===== config.mk =====
export PLATFORM = sky130hd
export DESIGN_NAME = db_arbiter_flat
export DESIGN_NICKNAME = d
export VERILOG_FILES = /design/src/rtl/db_arbiter_pkg.sv /design/src/rtl/db_arbiter_if.sv /design/src/rtl/db_arbiter_pick.sv /design/src/rtl/db_arbiter.sv /design/src/flat_wrapper.sv
export SDC_FILE = /design/constraint.sdc
export NUM_CORES = 1
export LEC_CHECK = 0
export BUFFER_PORTS_ARGS = -buffer_cell sky130_fd_sc_hd__buf_2
export CAP_MARGIN = 30
export CORE_AREA = 2 2 81 83
export CTS_CLUSTER_SIZE = 14
export DETAILED_ROUTE_END_ITERATION = 7
export DIE_AREA = 0 0 83 85
export PLACE_DENSITY = 0.71
export REMOVE_ABC_BUFFERS = 1
export SKIP_LAST_GASP = 1
export SLEW_MARGIN = 40
export SYNTH_ARGS = -nofsm -noshare
export SYNTH_HDL_FRONTEND = slang
export SYNTH_HIERARCHICAL = 1
export SYNTH_SLANG_ARGS = --single-unit
export TNS_END_PERCENT = 1

===== constraint.sdc =====
create_clock -name clk -period 1.81 [get_ports clk]
set_input_delay 0.543 -clock clk [delete_from_list [all_inputs] [get_ports clk]]
set_output_delay 0.543 -clock clk [all_outputs]
set_load 0.05 [all_outputs]

===== src/rtl/db_arbiter_pkg.sv =====
// Shared major-state encodings and helpers for the data-break arbiter.
// Latency: n/a (constants and a pure function only).
// Backpressure: n/a.
// Contents: 5-bit major-state codes (F0 and DB0..DB3), onehot_idx() helper.
package db_arbiter_pkg;

    // Major-state codes driven by the sequencer. Only DB0..DB3 matter to the
    // arbiter; F0 is a representative non-break state.
    localparam logic [4:0] ST_F0  = 5'h00;
    localparam logic [4:0] ST_DB0 = 5'h18;
    localparam logic [4:0] ST_DB1 = 5'h19;
    localparam logic [4:0] ST_DB2 = 5'h1A;
    localparam logic [4:0] ST_DB3 = 5'h1B;

    // Index of the set bit in a one-hot vector of up to four requesters.
    function automatic logic [1:0] onehot_idx(input logic [3:0] oh);
        logic [1:0] idx;
        idx = '0;
        for (int i = 0; i < 4; i++) begin
            if (oh[i]) idx = 2'(i);
        end
        return idx;
    endfunction

endpackage


===== src/rtl/db_arbiter_if.sv =====
// Device-side bus between data-break devices and the arbiter.
// Latency: n/a (wires only).
// Backpressure: req is held by a device until its done bit pulses.
// Signals: req/req_addr/req_wr/req_wdata (device -> arbiter),
//          gnt/done/rdata (arbiter -> device). Address bit 14 is PDP bit 0.
interface db_arbiter_if #(
    parameter int NREQ = 2
);
    logic [NREQ-1:0]       req;
    logic [NREQ-1:0][14:0] req_addr;
    logic [NREQ-1:0]       req_wr;
    logic [NREQ-1:0][11:0] req_wdata;
    logic [NREQ-1:0]       gnt;
    logic [NREQ-1:0]       done;
    logic [11:0]           rdata;

    // master = the devices, slave = the arbiter
    modport master (
        output req, req_addr, req_wr, req_wdata,
        input  gnt, done, rdata
    );

    modport slave (
        input  req, req_addr, req_wr, req_wdata,
        output gnt, done, rdata
    );
endinterface


===== src/rtl/db_arbiter_pick.sv =====
// Combinational one-hot winner select among pending data-break requests.
// Latency: 0 cycles (pure combinational).
// Backpressure: none; the caller only samples pick while idle.
// Ports: req (request levels), last (index of previous winner), pick (one-hot).
// Build option DB_ROUND_ROBIN_EN: rotate priority to the index after last;
// otherwise fixed priority, lowest index wins.
module db_pick #(
    parameter int NREQ = 2
) (
    input  logic [NREQ-1:0] req,
    input  logic [1:0]      last,
    output logic [NREQ-1:0] pick
);

`ifdef DB_ROUND_ROBIN_EN
    logic found;

    // Scan starting one past the last winner, wrapping; first hit wins.
    always_comb begin
        pick  = '0;
        found = 1'b0;
        for (int k = 1; k <= NREQ; k++) begin
            for (int i = 0; i < NREQ; i++) begin
                if (!found && req[i] && (i == (int'(last) + k) % NREQ)) begin
                    pick[i] = 1'b1;
                    found   = 1'b1;
                end
            end
        end
    end
`else
    logic unused_last;
    assign unused_last = ^last;

    // Walk from the top down so the lowest requesting index is kept.
    always_comb begin
        pick = '0;
        for (int i = NREQ - 1; i >= 0; i--) begin
            if (req[i]) begin
                pick    = '0;
                pick[i] = 1'b1;
            end
        end
    end
`endif

endmodule


===== src/rtl/db_arbiter.sv =====
// Data-break arbiter/sequencer: picks one device, raises break_pend, follows DB0..DB3.
// Latency: gnt/break_pend one cycle after req seen idle; done one cycle after DB3 sampled.
// Backpressure: devices hold req until done; a latched request is committed even if req drops.
// Ports: clk, reset (async active-low), state (major state), mem2disk (read word, valid DB3),
//        break_pend, dmaAddr, disk2mem, to_disk (to sequencer / memory-address unit),
//        dev (db_arbiter_if.slave: req/addr/wr/wdata in, gnt/done/rdata out).
// Build option DB_ROUND_ROBIN_EN selects round-robin arbitration in db_pick.
module db_arbiter
    import db_arbiter_pkg::*;
#(
    parameter int NREQ = 2
) (
    input  logic              clk,
    input  logic              reset,
    input  logic [4:0]        state,
    input  logic [11:0]       mem2disk,
    output logic              break_pend,
    output logic [14:0]       dmaAddr,
    output logic [11:0]       disk2mem,
    output logic              to_disk,
    db_arbiter_if.slave       dev
);

    localparam logic [1:0] S_IDLE = 2'd0;
    localparam logic [1:0] S_PEND = 2'd1;
    localparam logic [1:0] S_XFER = 2'd2;
    localparam logic [1:0] S_DONE = 2'd3;

    logic [1:0]      fsm;
    logic [1:0]      phase;      // last DB step seen in XFER: 0=DB0, 1=DB1, 2=DB2
    logic [1:0]      last_idx;   // previous winner, feeds round-robin rotation
    logic [NREQ-1:0] pick;
    logic [14:0]     pick_addr;
    logic [11:0]     pick_wdata;
    logic            pick_wr;

    db_pick #(.NREQ(NREQ)) u_pick (
        .req  (dev.req),
        .last (last_idx),
        .pick (pick)
    );

    always_comb begin
        pick_addr  = '0;
        pick_wdata = '0;
        pick_wr    = 1'b0;
        for (int i = 0; i < NREQ; i++) begin
            if (pick[i]) begin
                pick_addr  = dev.req_addr[i];
                pick_wdata = dev.req_wdata[i];
                pick_wr    = dev.req_wr[i];
            end
        end
    end

    always_ff @(posedge clk or negedge reset) begin
        if (!reset) begin
            fsm        <= S_IDLE;
            phase      <= 2'd0;
            last_idx   <= 2'(NREQ - 1);   // first break after reset favours index 0
            break_pend <= 1'b0;
            dmaAddr    <= 15'o0;
            disk2mem   <= 12'o0;
            to_disk    <= 1'b0;
            dev.gnt    <= '0;
            dev.done   <= '0;
            dev.rdata  <= 12'o0;
        end else begin
            dev.done <= '0;
            case (fsm)
                S_IDLE: begin
                    if (|dev.req) begin
                        dev.gnt    <= pick;
                        dmaAddr    <= pick_addr;
                        disk2mem   <= pick_wdata;
                        to_disk    <= ~pick_wr;
                        break_pend <= 1'b1;
                        fsm        <= S_PEND;
                    end
                end
                S_PEND: begin
                    if (state == ST_DB0) begin
                        break_pend <= 1'b0;
                        phase      <= 2'd0;
                        fsm        <= S_XFER;
                    end
                end
                S_XFER: begin
                    // Each step may repeat, or advance to the next DB state.
                    // Anything else is a sequencer fault: drop the break silently
                    // so the still-held request re-arbitrates from IDLE.
                    case (phase)
                        2'd0: begin
                            if (state == ST_DB1) begin
                                phase <= 2'd1;
                            end else if (state != ST_DB0) begin
                                dev.gnt <= '0;
                                fsm     <= S_IDLE;
                            end
                        end
                        2'd1: begin
                            if (state == ST_DB2) begin
                                phase <= 2'd2;
                            end else if (state != ST_DB1) begin
                                dev.gnt <= '0;
                                fsm     <= S_IDLE;
                            end
                        end
                        default: begin
                            if (state == ST_DB3) begin
                                dev.done  <= dev.gnt;
                                // to_disk high means a read; writes return zero
                                dev.rdata <= to_disk ? mem2disk : 12'o0;
                                fsm       <= S_DONE;
                            end else if (state != ST_DB2) begin
                                dev.gnt <= '0;
                                fsm     <= S_IDLE;
                            end
                        end
                    endcase
                end
                default: begin  // S_DONE
                    last_idx  <= onehot_idx(4'(dev.gnt));
                    dev.gnt   <= '0;
                    dev.rdata <= 12'o0;
                    fsm       <= S_IDLE;
                end
            endcase
        end
    end

endmodule

===== src/flat_wrapper.sv =====
// flat-port wrapper written by rule: the top's interface ports become plain ports
module db_arbiter_flat import db_arbiter_pkg::*;
#(
    parameter int NREQ = 2
)
  (clk, reset, state, mem2disk, break_pend, dmaAddr, disk2mem, to_disk, dev_req, dev_req_addr, dev_req_wr, dev_req_wdata, dev_gnt, dev_done, dev_rdata);
  db_arbiter_if #(.NREQ(NREQ)) dev_i ();
  input  logic clk;
  input  logic reset;
  input  logic [4:0] state;
  input  logic [11:0] mem2disk;
  output logic break_pend;
  output logic [14:0] dmaAddr;
  output logic [11:0] disk2mem;
  output logic to_disk;
  input wire logic [$bits(dev_i.req)-1:0] dev_req;
  input wire logic [$bits(dev_i.req_addr)-1:0] dev_req_addr;
  input wire logic [$bits(dev_i.req_wr)-1:0] dev_req_wr;
  input wire logic [$bits(dev_i.req_wdata)-1:0] dev_req_wdata;
  output wire logic [$bits(dev_i.gnt)-1:0] dev_gnt;
  output wire logic [$bits(dev_i.done)-1:0] dev_done;
  output wire logic [$bits(dev_i.rdata)-1:0] dev_rdata;
  assign dev_i.req = dev_req;
  assign dev_i.req_addr = dev_req_addr;
  assign dev_i.req_wr = dev_req_wr;
  assign dev_i.req_wdata = dev_req_wdata;
  assign dev_gnt = dev_i.gnt;
  assign dev_done = dev_i.done;
  assign dev_rdata = dev_i.rdata;
  db_arbiter #(.NREQ(NREQ)) u_core (.clk(clk), .reset(reset), .state(state), .mem2disk(mem2disk), .break_pend(break_pend), .dmaAddr(dmaAddr), .disk2mem(disk2mem), .to_disk(to_disk), .dev(dev_i));
endmodule

**Yosys cells after proc, flatten, opt, wreduce, memory -nomap -nowiden**

Index checks and enable logic that the tools add are counted.
W data, S select, Z words.

- Register bits after elaboration: 49
- Bits of input ports: 77
- Output and inout bits: 45
- Word-level logic and storage cells: 86

- Equal/unequal tests: 24
- Mux-type cells: 37
- Bitwise operators: 3
- Reductions and logical operators: 13

Operators with widths:

| kind | number |
|---|---|
| $mux W12 | 5 |
| $mux W2 | 18 |
| $mux W15 | 2 |
| $pmux W12 S2 | 1 |
| $eq A5 B5 Y1 const B | 4 |
| $pmux W2 S2 | 4 |
| $ne A5 B5 Y1 const B | 3 |
| $ne A3 B2 Y1 const B | 4 |
| $pmux W2 S3 | 2 |
| $ne A3 B3 Y1 const B | 3 |
| $reduce_and A8 Y1 | 1 |
| $reduce_and A7 Y1 | 1 |
| $ne A2 B1 Y1 const B | 3 |
| $reduce_and A3 Y1 | 2 |
| $reduce_or A2 Y1 | 3 |
| $ne A5 B3 Y1 const B | 1 |
| $reduce_and A5 Y1 | 1 |
| $eq A2 B1 Y1 const B | 2 |
| $logic_not A2 Y1 | 2 |
| $mux W1 | 4 |
| $ne A4 B3 Y1 const B | 1 |
| $ne A4 B4 Y1 const B | 1 |
| $reduce_bool A2 Y1 | 2 |
| $not A1 Y1 | 3 |
| 4 further kinds | 4 |

**Depth between registers and ports, before layout**

- Depth in word-level cells: 5
- Mapped depth: 7
- Depth with buffers taken out: 6

**By module**

Netlist, hierarchy kept.

Modules (own cells, without submodules):

| module | instances | cells an instance | area each (µm²) |
|---|---|---|---|
| db_arbiter | 1 | 239 | 2422.3 |
| db_pick | 1 | 2 | 21.3 |

**Worst setup path after synthesis**

Ideal clock, no wire load.

- Path type: register to register
- Start: register u_core.fsm[0]
- End: register u_core.dev.gnt[1]
- Data arrival time: 1.705 ns
- Data required time: 1.731 ns
- Slack: 0.026 ns
- Stages on the path, launching flop included: 7
- Buffers on the path: 0
- Period minus slack after synthesis: 1.784 ns
- Cells stage by stage: dfrtp_1 > inv_1 > ha_1 > and4b_1 > or4b_1 > nand3_2 > mux2i_1

- Cells in the longest elaborated chain, start to end: 3
- Elaborated cells between the ends (all ways): 13
- Those cells by class: eq/ne (9); mux (1); bitwise (1); reduce/logical (2)

Ends and longest elaborated chain:

| item | RTL line | RTL |
|---|---|---|
| start, declared | db_arbiter.sv:29 | `logic [1:0] fsm;` |
| start signal, assigned | db_arbiter.sv:58 | `fsm <= S_IDLE;` |
| start signal, assigned | db_arbiter.sv:78 | `fsm <= S_PEND;` |
| start signal, assigned | db_arbiter.sv:85 | `fsm <= S_XFER;` |
| $eq A2 B2 Y1 (tied with other cells) | -- |  |
| $ne A4 B4 Y1 (no line) (tied with other cells) | -- |  |
| $reduce_and A8 Y1 (no line) | -- |  |
| end signal, assigned | db_arbiter.sv:73 | `dev.gnt <= pick;` |
| end, declared | db_arbiter_if.sv:25 | `output gnt, done, rdata` |

Parallel ways exist; a longest one is shown, timed or not.
A chain may end at the register's enable or synchronous reset.

**Final worst setup path**

- Start: register u_core.fsm[0]
- End: register u_core.dev.gnt[0]

Same word-level chain as after synthesis.

==> metrics <==
Root Driver clkbuf_8; Starting Density 38.7%; clk_lat worst skew 0.30 ns; Netlist Area Pre-Place approximately 2400 µm²; worst slack at placement 0.0371 ns; antenna viol nets, final 0; fmax 0.576 GHz; Leakage Power 1.78 nW; final wirelength 6040 µm; Tightest Pin Transition 0.579 ns; hold_buf cts 0; commonest non-fill, non-tap cell in the layout buf_2; Routability Congestion between 0.8 and 0.9; layout net count between 400 and 500; ant diodes 0; die width 83 µm; PnR worst setup slack 0.0739 ns; Hold/Removal Path Class in2async; minimum clock period 1.74 ns; cell count after placement roughly 440; Final Hold Slack 0.204 ns; CP Capture Type flop; WP data arrival around 2.0 ns; CTS H-tree lvls 2; Avg Vias per Cell around 5; pin count of the biggest net entering global routing 50; port buffer count 121; Syn. warnings 6; P&R area growth vs syn 37.5%; crit path from u_core/fsm[0]; Worst R2R Start u_core/fsm[0]; synthesized instance count 238; Post-Syn Area per Cell slightly above 10 µm²; Clock Skew around 0.009 ns; CTS tree done; Setup-failing EPs final 0; commonest cells after routing, fill and taps aside 121 x buf_2, 49 x dfrtp_1, 34 x nand2_1; FILL cells 570; slew margin rel. between 60% and 70%; required time of the critical path 2.03 ns; CTS Sinks 49; first-iteration detailed-routing DRC count 62; Final Max Slew Viols 0; first-pass GRT wire length 10100 µm; Hold Vio Cnt, Final 0; crit share post-route 95.9%; Clock Path Buffers 2; total track usage 17.8%; WL/cell 13.6 µm; row cnt 29; postcts setup bufs 0; DRC 0; CP Launch Type flop; vias in the first global route between 2000 and 2500; Max Cap Viol 0; maximum fanout along the worst path 3; power per cell area 1740 nW/µm²; FF-to-FF setup slack roughly 0.074 ns; clock-pin slew on the worst setup and hold paths around 0.09 ns; setup TNS 0 ns; DR vias around 2200; CTS Buf Count 5; Layout Cells excl Fill between 400 and 500; DP HPWL 4520 µm; peak supply drop 1.12 mV; status finished, final reports clean; layout cells sized above 1 43.4%; initial antenna violation count 0; TritonRoute pass-1 iters 4; number of I/O pins 122; remaining global-route overflow 0; CP Class reg2reg; Core Region 6200 µm²; final total power 5.75 mW; Die ar. 7060 µm²; die height 85 µm
[sequential cells by signal (all words and copies together) (netlist names)]
name,cells
u_core/disk2mem,12
u_core/break_pend,1
u_core/dev.gnt,2
u_core/to_disk,1
u_core/fsm,2
u_core/phase,2
u_core/dev.done,2
u_core/dev.rdata,12
u_core/dmaAddr,15
[power by group]
group          internal [mW]  switching [mW]
logic                  0.913            2.37
clock network          0.353           0.366
registers               1.52           0.226
[per-layer routing]
metal	vias to the layer above	track usage, %	wire length (µm)
met5	-	0	0
met4	0	5.51	62
met3	6	5.16	457
met2	94	29.9	2740
met1	992	22.4	2770
li1	1112	-	-
[timing repair]
action,4_1_cts,5_1_grt
hold endpoints to repair,0,0
endpoints found under the setup margin,0,13
resized for setup,0,3
[metrics by stage]
step	cell area (µm²)	util, %
4_1_cts	3300	53.1
2_1_floorplan	2320	-
6_report	3300	53.2
3_5_place_dp	3190	51.4
5_1_grt	3300	53.2
3_3_place_gp	3190	51.4
[final timing paths]
| path | end | cells after the start |
|---|---|---|
| worst max-delay path | u_core/dev.gnt[0] | 6 |
| worst min-delay path | u_core/dmaAddr[4] | 2 |
| worst max register to register | u_core/dev.gnt[0] | 6 |
| worst min register to register | u_core/dmaAddr[14] | 2 |
| max in group asynchronous | u_core/dev.gnt[1] | 2 |
| min in group clk | u_core/dmaAddr[14] | 2 |
[area by class of cell]
cell class              instances  area [µm²]  share of cell area, %
inverters                       5        18.8                  0.568
flip-flops and latches         49        1230                   37.1
clock buffers                   7        96.3                   2.92
well taps                      77        96.3                   2.92
repair buffers                138         762                   23.1
clock inverters                 1        8.76                  0.265
multi-input cells             166        1090                   33.1
[critical path, stage by stage (launching register included)]
cell	delay [ns]
dfrtp_1	0.40
inv_2	0.07
ha_1	0.16
and4b_1	0.23
or4b_4	0.48
nand3_2	0.11
mux2i_1	0.21
(Power assumes the default switching activity.)
